==> src/rtl/alu_seq.sv <==
// Sequential ALU: single-cycle logic/add/shift ops and a WIDTH-step shift-add multiplier,
// with a valid/ready handshake on both the request and the result side.
module alu_seq #(
    parameter int unsigned WIDTH = 8
) (
    input  logic             clk,
    input  logic             rst,
    input  logic             in_valid,
    output logic             in_ready,
    input  logic [2:0]       op,
    input  logic [WIDTH-1:0] a,
    input  logic [WIDTH-1:0] b,
    input  logic             cin,
    output logic             out_valid,
    input  logic             out_ready,
    output logic [WIDTH-1:0] y,
    output logic [3:0]       flags
);

    typedef enum logic [1:0] {IDLE, MUL, DONE} state_t;

    typedef enum logic [2:0] {
        OP_ADD = 3'd0, OP_SUB = 3'd1, OP_AND = 3'd2, OP_OR  = 3'd3,
        OP_XOR = 3'd4, OP_SHL = 3'd5, OP_SHR = 3'd6, OP_MUL = 3'd7
    } op_t;

    localparam int unsigned   CW   = (WIDTH > 1) ? $clog2(WIDTH) : 1;
    localparam logic [CW-1:0] LAST = CW'(WIDTH - 1);

    state_t               state_q, state_d;
    logic [CW-1:0]        cnt_q, cnt_d;
    logic [2*WIDTH-1:0]   acc_q, acc_d;
    logic [2*WIDTH-1:0]   mcand_q, mcand_d;
    logic [WIDTH-1:0]     mplr_q, mplr_d;
    logic [WIDTH-1:0]     y_q, y_d;
    logic [3:0]           flags_q, flags_d;

    logic [WIDTH-1:0]     b_eff;
    logic [WIDTH:0]       sum;
    logic [WIDTH-1:0]     alu_y;
    logic                 alu_c;
    logic                 alu_v;
    logic [2*WIDTH-1:0]   acc_step;
    logic                 accept;

    // Single-cycle datapath; SUB reuses the adder with an inverted B operand.
    always_comb begin
        b_eff = (op == OP_SUB) ? ~b : b;
        sum   = {1'b0, a} + {1'b0, b_eff} + (WIDTH+1)'(cin);
        alu_y = '0;
        alu_c = 1'b0;
        alu_v = 1'b0;
        case (op)
            OP_ADD, OP_SUB: begin
                alu_y = sum[WIDTH-1:0];
                alu_c = sum[WIDTH];
                alu_v = (a[WIDTH-1] == b_eff[WIDTH-1]) && (sum[WIDTH-1] != a[WIDTH-1]);
            end
            OP_AND: alu_y = a & b;
            OP_OR:  alu_y = a | b;
            OP_XOR: alu_y = a ^ b;
            OP_SHL: begin
                alu_y = {a[WIDTH-2:0], cin};
                alu_c = a[WIDTH-1];
                alu_v = alu_y[WIDTH-1] ^ a[WIDTH-1];
            end
            OP_SHR: begin
                alu_y = {cin, a[WIDTH-1:1]};
                alu_c = a[0];
                alu_v = alu_y[WIDTH-1] ^ a[WIDTH-1];
            end
            default: ;
        endcase
    end

    assign acc_step  = acc_q + (mplr_q[0] ? mcand_q : '0);
    assign in_ready  = (state_q == IDLE) || ((state_q == DONE) && out_ready);
    assign accept    = in_valid && in_ready;
    assign out_valid = (state_q == DONE);
    assign y         = y_q;
    assign flags     = flags_q;

    always_comb begin
        state_d = state_q;
        cnt_d   = cnt_q;
        acc_d   = acc_q;
        mcand_d = mcand_q;
        mplr_d  = mplr_q;
        y_d     = y_q;
        flags_d = flags_q;

        case (state_q)
            IDLE: ;
            MUL: begin
                acc_d   = acc_step;
                mcand_d = mcand_q << 1;
                mplr_d  = mplr_q >> 1;
                cnt_d   = cnt_q + CW'(1);
                if (cnt_q == LAST) begin
                    state_d = DONE;
                    y_d     = acc_step[WIDTH-1:0];
                    flags_d = {acc_step[WIDTH-1], acc_step[WIDTH-1:0] == '0,
                               |acc_step[2*WIDTH-1:WIDTH], 1'b0};
                end
            end
            DONE: if (out_ready) state_d = IDLE;
            default: state_d = IDLE;
        endcase

        // An accept in DONE consumes the held result and starts the new op on the same edge.
        if (accept) begin
            if (op == OP_MUL) begin
                state_d = MUL;
                cnt_d   = '0;
                acc_d   = '0;
                mcand_d = {{WIDTH{1'b0}}, a};
                mplr_d  = b;
            end else begin
                state_d = DONE;
                y_d     = alu_y;
                flags_d = {alu_y[WIDTH-1], alu_y == '0, alu_c, alu_v};
            end
        end
    end

    always_ff @(posedge clk or posedge rst) begin
        if (rst) begin
            state_q <= IDLE;
            cnt_q   <= '0;
            acc_q   <= '0;
            mcand_q <= '0;
            mplr_q  <= '0;
            y_q     <= '0;
            flags_q <= '0;
        end else begin
            state_q <= state_d;
            cnt_q   <= cnt_d;
            acc_q   <= acc_d;
            mcand_q <= mcand_d;
            mplr_q  <= mplr_d;
            y_q     <= y_d;
            flags_q <= flags_d;
        end
    end

endmodule

==> config.mk <==
export PLATFORM = sky130hd
export DESIGN_NAME = alu_seq
export DESIGN_NICKNAME = d
export VERILOG_FILES = /design/src/rtl/alu_seq.sv
export SDC_FILE = /design/constraint.sdc
export NUM_CORES = 1
export LEC_CHECK = 0
export ABC_AREA = 1
export CORE_AREA = 10 10 104 106
export DETAILED_ROUTE_END_ITERATION = 10
export DIE_AREA = 0 0 114 116
export GPL_ROUTABILITY_DRIVEN = 0
export PLACE_DENSITY = 0.75
export SETUP_SLACK_MARGIN = 0.3
export SLEW_MARGIN = 20
export SYNTH_ARGS = -nofsm -noshare
export SYNTH_HDL_FRONTEND = slang
export SYNTH_SLANG_ARGS = --single-unit
==> constraint.sdc <==
create_clock -name clk -period 2.2 [get_ports clk]
set_input_delay 0.33 -clock clk [delete_from_list [all_inputs] [get_ports clk]]
set_output_delay 0.33 -clock clk [all_outputs]
set_load 0.01 [all_outputs]
# [Word level (Yosys, flattened, before mapping)]
# Cells that the tools add are included.
[word_totals] regBits=57 out_inout_bits=14 inputBits=24 elab_cells=73
[classes] n_eq_ne=15 bitwise=6 n_reduce_logical=11 addsub=4 n_mux=30
[ops] cell="16-bit 2-to-1 mux" count=7
[ops] cell="8-bit 2-to-1 mux" count=8
[ops] cell="8-bit one-hot mux with 6 select lines" count=1
[ops] cell="16-bit adder" count=1
[ops] cell="8-bit logical NOT" count=2
[ops] cell="4-bit 2-to-1 mux" count=4
[ops] cell="3-bit == test (second input constant)" count=5
[ops] cell="8-bit by 8-bit adder with 9-bit output" count=1
[ops] cell="9-bit by 1-bit adder with 9-bit output" count=1
[ops] cell="3-bit 2-to-1 mux" count=3
[ops] cell="8-bit AND" count=1
[ops] cell="2-bit 2-to-1 mux" count=4
[ops] cell="8-bit inverter" count=1
[ops] cell="8-bit OR" count=1
[ops] cell="8-bit OR reduction" count=1
[ops] cell="8-bit bitwise XOR" count=1
[ops] cell="3-bit by 2-bit == test with 1-bit output (second input constant)" count=2
[ops] cell="1-bit one-hot mux with 3 select lines" count=2
[ops] cell="2-bit one-hot mux with 3 select lines" count=1
[ops] cell="3-bit by 1-bit adder with 3-bit output (second input constant)" count=1
[ops] cell="3-bit by 1-bit == test with 1-bit output (second input constant)" count=1
[ops] cell="1-bit logical AND" count=3
[ops] cell="3-bit logical NOT" count=1
[ops] cell="3-bit by 1-bit != test with 1-bit output (second input constant)" count=1
[ops] cell="other kinds (11)" count=12

# [Longest topological paths before layout]
[depth] word_depth=9 mapped_depth=19 mapped_depth_nobuf=19

# [Worst setup path before layout]
# No wires, ideal clock.
[synth_path] kind="input to register" from="input op[0]" to="register y_q[6], in the netlist y[6]" t_required_ns=2.070 arrival_ns=2.423 stages=16 n_path_buf=0 setup_ns=0.130 slack_ns=-0.354 path_cell_list="inv_2 > nor2_1 > nand2_1 > xor2_1 > fa_1 > inv_1 > fa_1 > nand2_1 > nand2_1 > a21oi_1 > o21ai_0 > or2_2 > nand3_1 > nand2_1 > inv_1 > o21ai_0"
[synth_between] elab_chain_len=7 elab_cells_between_ends=15 classes_between="add/sub: 2; eq/ne: 7; mux: 4; reduce/logical: 2"
[synth_lines] item="start, declared" line="10" rtl="input logic [2:0] op,"
[synth_lines] item="3-bit by 1-bit == test with 1-bit output" line="48, 53"
[synth_lines] item="8-bit 2-to-1 mux" line="48" rtl="b_eff = (op == OP_SUB) ? ~b : b;"
[synth_lines] item="8-bit by 8-bit adder with 9-bit output" line="49" rtl="sum = {1'b0, a} + {1'b0, b_eff} + (WIDTH+1)'(cin);"
[synth_lines] item="9-bit by 1-bit adder with 9-bit output" line="49"
[synth_lines] item="8-bit one-hot mux with 6 select lines" line="53" rtl="case (op)"
[synth_lines] item="8-bit 2-to-1 mux *" line="112" rtl="if (op == OP_MUL) begin"
[synth_lines] item="8-bit 2-to-1 mux *" line="111" rtl="if (accept) begin"
[synth_lines] item="net y_d[6]" line="35" rtl="logic [WIDTH-1:0] y_q, y_d;"
[synth_lines] item="end signal, assigned" line="141" rtl="y_q <= y_d;"
[synth_lines] item="end, declared" line="35"
# Mark *: on every way through the listed nets, which the timed path passes. The rest lies on a longest branch.
# A chain may end at the register's enable or synchronous reset.

# [Final worst setup path]
[layout_path] from="register mplr_q[0]" to="register flags_q[1], in the netlist flags[1]"
[layout_between] elab_chain_len=7
[layout_lines] item="start, declared" line="34" rtl="logic [WIDTH-1:0] mplr_q, mplr_d;"
[layout_lines] item="start signal, assigned" line="140" rtl="mplr_q <= mplr_d;"
[layout_lines] item="16-bit 2-to-1 mux *" line="76" rtl="assign acc_step = acc_q + (mplr_q[0] ? mcand_q : '0);"
[layout_lines] item="16-bit adder *" line="76"
[layout_lines] item="8-bit OR reduction *" line="103" rtl="|acc_step[2*WIDTH-1:WIDTH], 1'b0};"
[layout_lines] item="4-bit 2-to-1 mux *" line="99" rtl="if (cnt_q == LAST) begin"
[layout_lines] item="4-bit 2-to-1 mux *" line="92" rtl="case (state_q)"
[layout_lines] item="4-bit 2-to-1 mux" line="112"
[layout_lines] item="4-bit 2-to-1 mux *" line="111"
[layout_lines] item="net flags_d[1]" line="36" rtl="logic [3:0] flags_q, flags_d;"
[layout_lines] item="end signal, assigned" line="142" rtl="flags_q <= flags_d;"
[layout_lines] item="end, declared" line="36"
# Marked as above.

==> flow_metrics.py <==
metrics = {
    "outcome": {
        "outcome": "finished, violations left",
        "violations": "setup timing",
    },
    "drt": {
        "ant_nets": 0,
        "wirelength_um": 17000,
        "drcViolationCount": 0,
        "vias_per_cell": 5.83,
        "first_pass_iters": 5,
        "drt-wirelength-per-cell_um": 18.6,
        "drtIter0Drc": 425,
        "routed-via-count": 5325,
    },
    "min_path": {
        "hold_class": "input port to async pin",
    },
    "logic_synthesis": {
        "synth_common_cells": "nand2_1 (203), inv_1 (115), nor2_1 (61)",
        "yosysMostFrequentCell": "nand2_1",
        "synth-seq-cells": 57,
        "yosys_warnings": 0,
        "synth_flop_cell": "dfrtp_1",
        "synth.distinct_cells": 40,
        "synth_cells": 681,
        "synth-edff-count": 0,
        "yosysTopAreaCellShare_pct": 30.8,
        "synth_xor_area_share_pct": 3.22,
        "ys_seq_area_share_pct": 30.8,
        "synth_top_family_by_area": "simple AND/OR/NAND/NOR gates",
        "synth-compound-area-share_pct": 12.8,
        "synthMuxAreaShare_pct": 0.216,
        "syn-cell-area_um2": 4630,
        "synthSimpleGateAreaFrac_pct": 29.3,
        "avgSynthCellArea_um2": 6.80,
        "async_reset_ff_share_pct": 100,
        "synth_top_area_cell": "dfrtp_1",
        "ys_top_cells_by_area": "dfrtp_1 (31%), nand2_1 (16%), ha_1 (11%), inv_1 (9.3%), nor2_1 (4.9%)",
        "synth_fa_ha_area_share_pct": 12.1,
        "synth.net_count": 748,
    },
    "global_route": {
        "grt_use_met1_pct": 28.3,
        "use_met3_pct": 3.51,
        "antenna_found_initial": 0,
        "gr-usage-met2_pct": 38.9,
        "grt.busiest_layer": "met2",
        "grt_use_total_pct": 23.2,
        "first_global_vias": 5178,
        "grt_overflow": 0,
        "grt_pass1_wl_um": 25100,
        "grt_max_degree": 58,
    },
    "critical_path": {
        "r2r_cells": 16,
        "r2r_slack_ns": -0.20,
        "required_ns": 2.43,
        "path_max_fanout": 6,
        "r2r-start": "mplr_q[0]",
        "critPathSlowestCell": "dfrtp_2",
        "crit_arrival_ns": 2.63,
        "startpoint_type": "flop",
        "worst_path_largest_cell_delay_ns": 0.48,
        "worstSetupPathType": "flop to flop",
        "end_kind": "flop",
        "cp_common_cell": "nand2_1",
        "crit_chain": "buf_6 > nand2_4 > inv_4 > ha_4 > buf_12 > nand2_8 > nand3_4 > nand3_2 > nand3_1 > nand2_1 > nand2_2 > nand2_1 > nor2_1 > nand2_1 > nand2_2 > a21oi_2",
        "r2r_end": "flags[1]",
    },
    "floorplanning": {
        "core_um2": 8680,
        "ios": 38,
        "start_util_pct": 53.4,
        "die_y_um": 116,
        "rows": 34,
        "die_width_um": 114,
        "dieArea_um2": 13200,
    },
    "timing": {
        "fmax_ghz": 0.417,
        "setup_ws_ns": -0.199,
        "finalCriticalPeriod_ns": 2.40,
        "worst_slew_pin_slew_ns": 0.595,
        "rsz0062_at_grt": "true",
        "finalHoldViolations": 0,
        "setup_viol_count_final": 11,
        "clock_skew_ns": 0.0132,
        "slew_headroom_pct": 60.3,
        "maxSlewViolCount": 0,
        "post-route-period-util_pct": 109,
    },
    "cts": {
        "cts_hold_buffers": 0,
        "htree_levels": 3,
        "tritoncts": "built",
        "numCtsBuffers": 9,
        "worstSkewPairLatency_ns": 0.34,
        "cts_root_buf": "clkbuf_8",
        "cts.sink_count": 57,
        "clkSlewWorstSetupHoldPaths_ns": 0.07,
        "clockBufferDepth": 2,
    },
    "placement": {
        "pre_cts_ws_ns": -0.788,
        "dp_hpwl_um": 10400,
        "portBuffers": 37,
        "placed_area_um2": 5760,
    },
    "power": {
        "peakVddDrop_mv": 0.715,
        "cellLeakagePower_nw": 3.47,
        "powerDensity_nw_per_um2": 1420,
    },
    "finish": {
        "n_antenna_cell": 0,
        "fillers": 547,
        "fin_area_um2": 6820,
        "nets": 869,
        "area_growth_pct": 47.3,
        "drive_gt1_share_pct": 33.1,
    },
    "flow_run": {
        "max-cap-violations": 0,
    },
}
cells in the final DEF (no fill, tap or decap), types with 8 or more instances in the layout:
cell type and instances:
a21oi_1 18, a31oi_1 9, buf_4 75, buf_6 15
clkbuf_8 10, clkdlybuf4s50_1 29, dfrtp_1 56, ha_1 24
ha_4 15, inv_1 94, inv_2 23, nand2_1 144
nand2_2 44, nand2_4 15, nand3_1 18, nand3_2 11
nand4_1 8, nor2_1 51, nor2_4 9, nor3_1 9
o211ai_1 22, o21ai_1 14, xor2_1 9
power breakdown:
part | leakage, nW | total (mW) | switching (mW) | internal, mW
clock | 0.0981 | 1.00 | 0.456 | 0.545
sequential | 0.695 | 1.93 | 0.432 | 1.50
combinational | 2.68 | 6.78 | 3.63 | 3.15
total | 3.47 | 9.71 | 4.52 | 5.19
metal layers:
| layer | share of wire [%] | vias up |
|---|---|---|
| li1 | - | 2413 |
| met1 | 39 | 2494 |
| met2 | 48 | 334 |
| met3 | 7.0 | 84 |
| met4 | 5.3 | 0 |
| met5 | 0 | - |
state kept, by name (all words and copies together), names as in the netlist:
signal,count
mplr_q,8
cnt_q,3
acc_q,16
state_q,2
flags,4
mcand_q,16
y,8
logic make-up after synthesis:
family / after synthesis
adder cells (fa/ha/maj): 43
buffers and inverters: 139
flip-flops: 57
XOR/XNOR: 17
AND/OR/NAND/NOR: 328
multiplexers: 1
AO/OA/AOI/OAI: 96
cell type report:
type,count,area (um2),area share (%)
inverters,119,462,6.77
well taps,108,135,1.98
clock buffers,10,138,2.02
clock inverters,5,56.3,0.825
multi-input cells,485,3440,50.4
flip-flops and latches,57,1430,20.9
repair buffers,130,1160,17.1
worst max-delay path, delay by kind of cell (launching register included):
kind	cells	cell delay, ns
flip-flops	1	0.48
adder cells (fa/ha/maj)	1	0.31
AO/OA/AOI/OAI	1	0.05
AND/OR/NAND/NOR	11	1.11
buffers and inverters	3	0.33
per-stage QoR:
stage               utilization [%]  std cells  power [mW]  hold slack [ns]  setup TNS, ns
floorplan                         -        681        4.52            0.485        -0.0380
global placement               66.4        879        5.87            0.510          -7.16
detailed placement             66.4        879        6.02            0.508          -8.04
CTS                            74.7        906        8.43            0.365        -0.0761
global route                   78.6        914        10.2            0.383          -1.83
finish                         78.6        914        9.71            0.351         -0.753
what timing repair did:
item / in CTS / in global routing
cloned: 1 / 0
buffers inserted: 11 / 8
hold endpoints to repair: 0 / 0
pin swaps: 40 / 42
endpoints found under the setup margin: 25 / 26
resized for setup: 130 / 65
worst max-delay path by stage:
| stage | from | endpoint |
|---|---|---|
| floorplan | op[0] | y[6] |
| detailed placement | op[0] | flags[3] |
| global placement | op[0] | flags[2] |
| finish | mplr_q[0] | flags[1] |
| global route | mplr_q[0] | flags[1] |
| CTS | op[0] | flags[2] |
No activity file was read; power rests on OpenSTA's default activity.
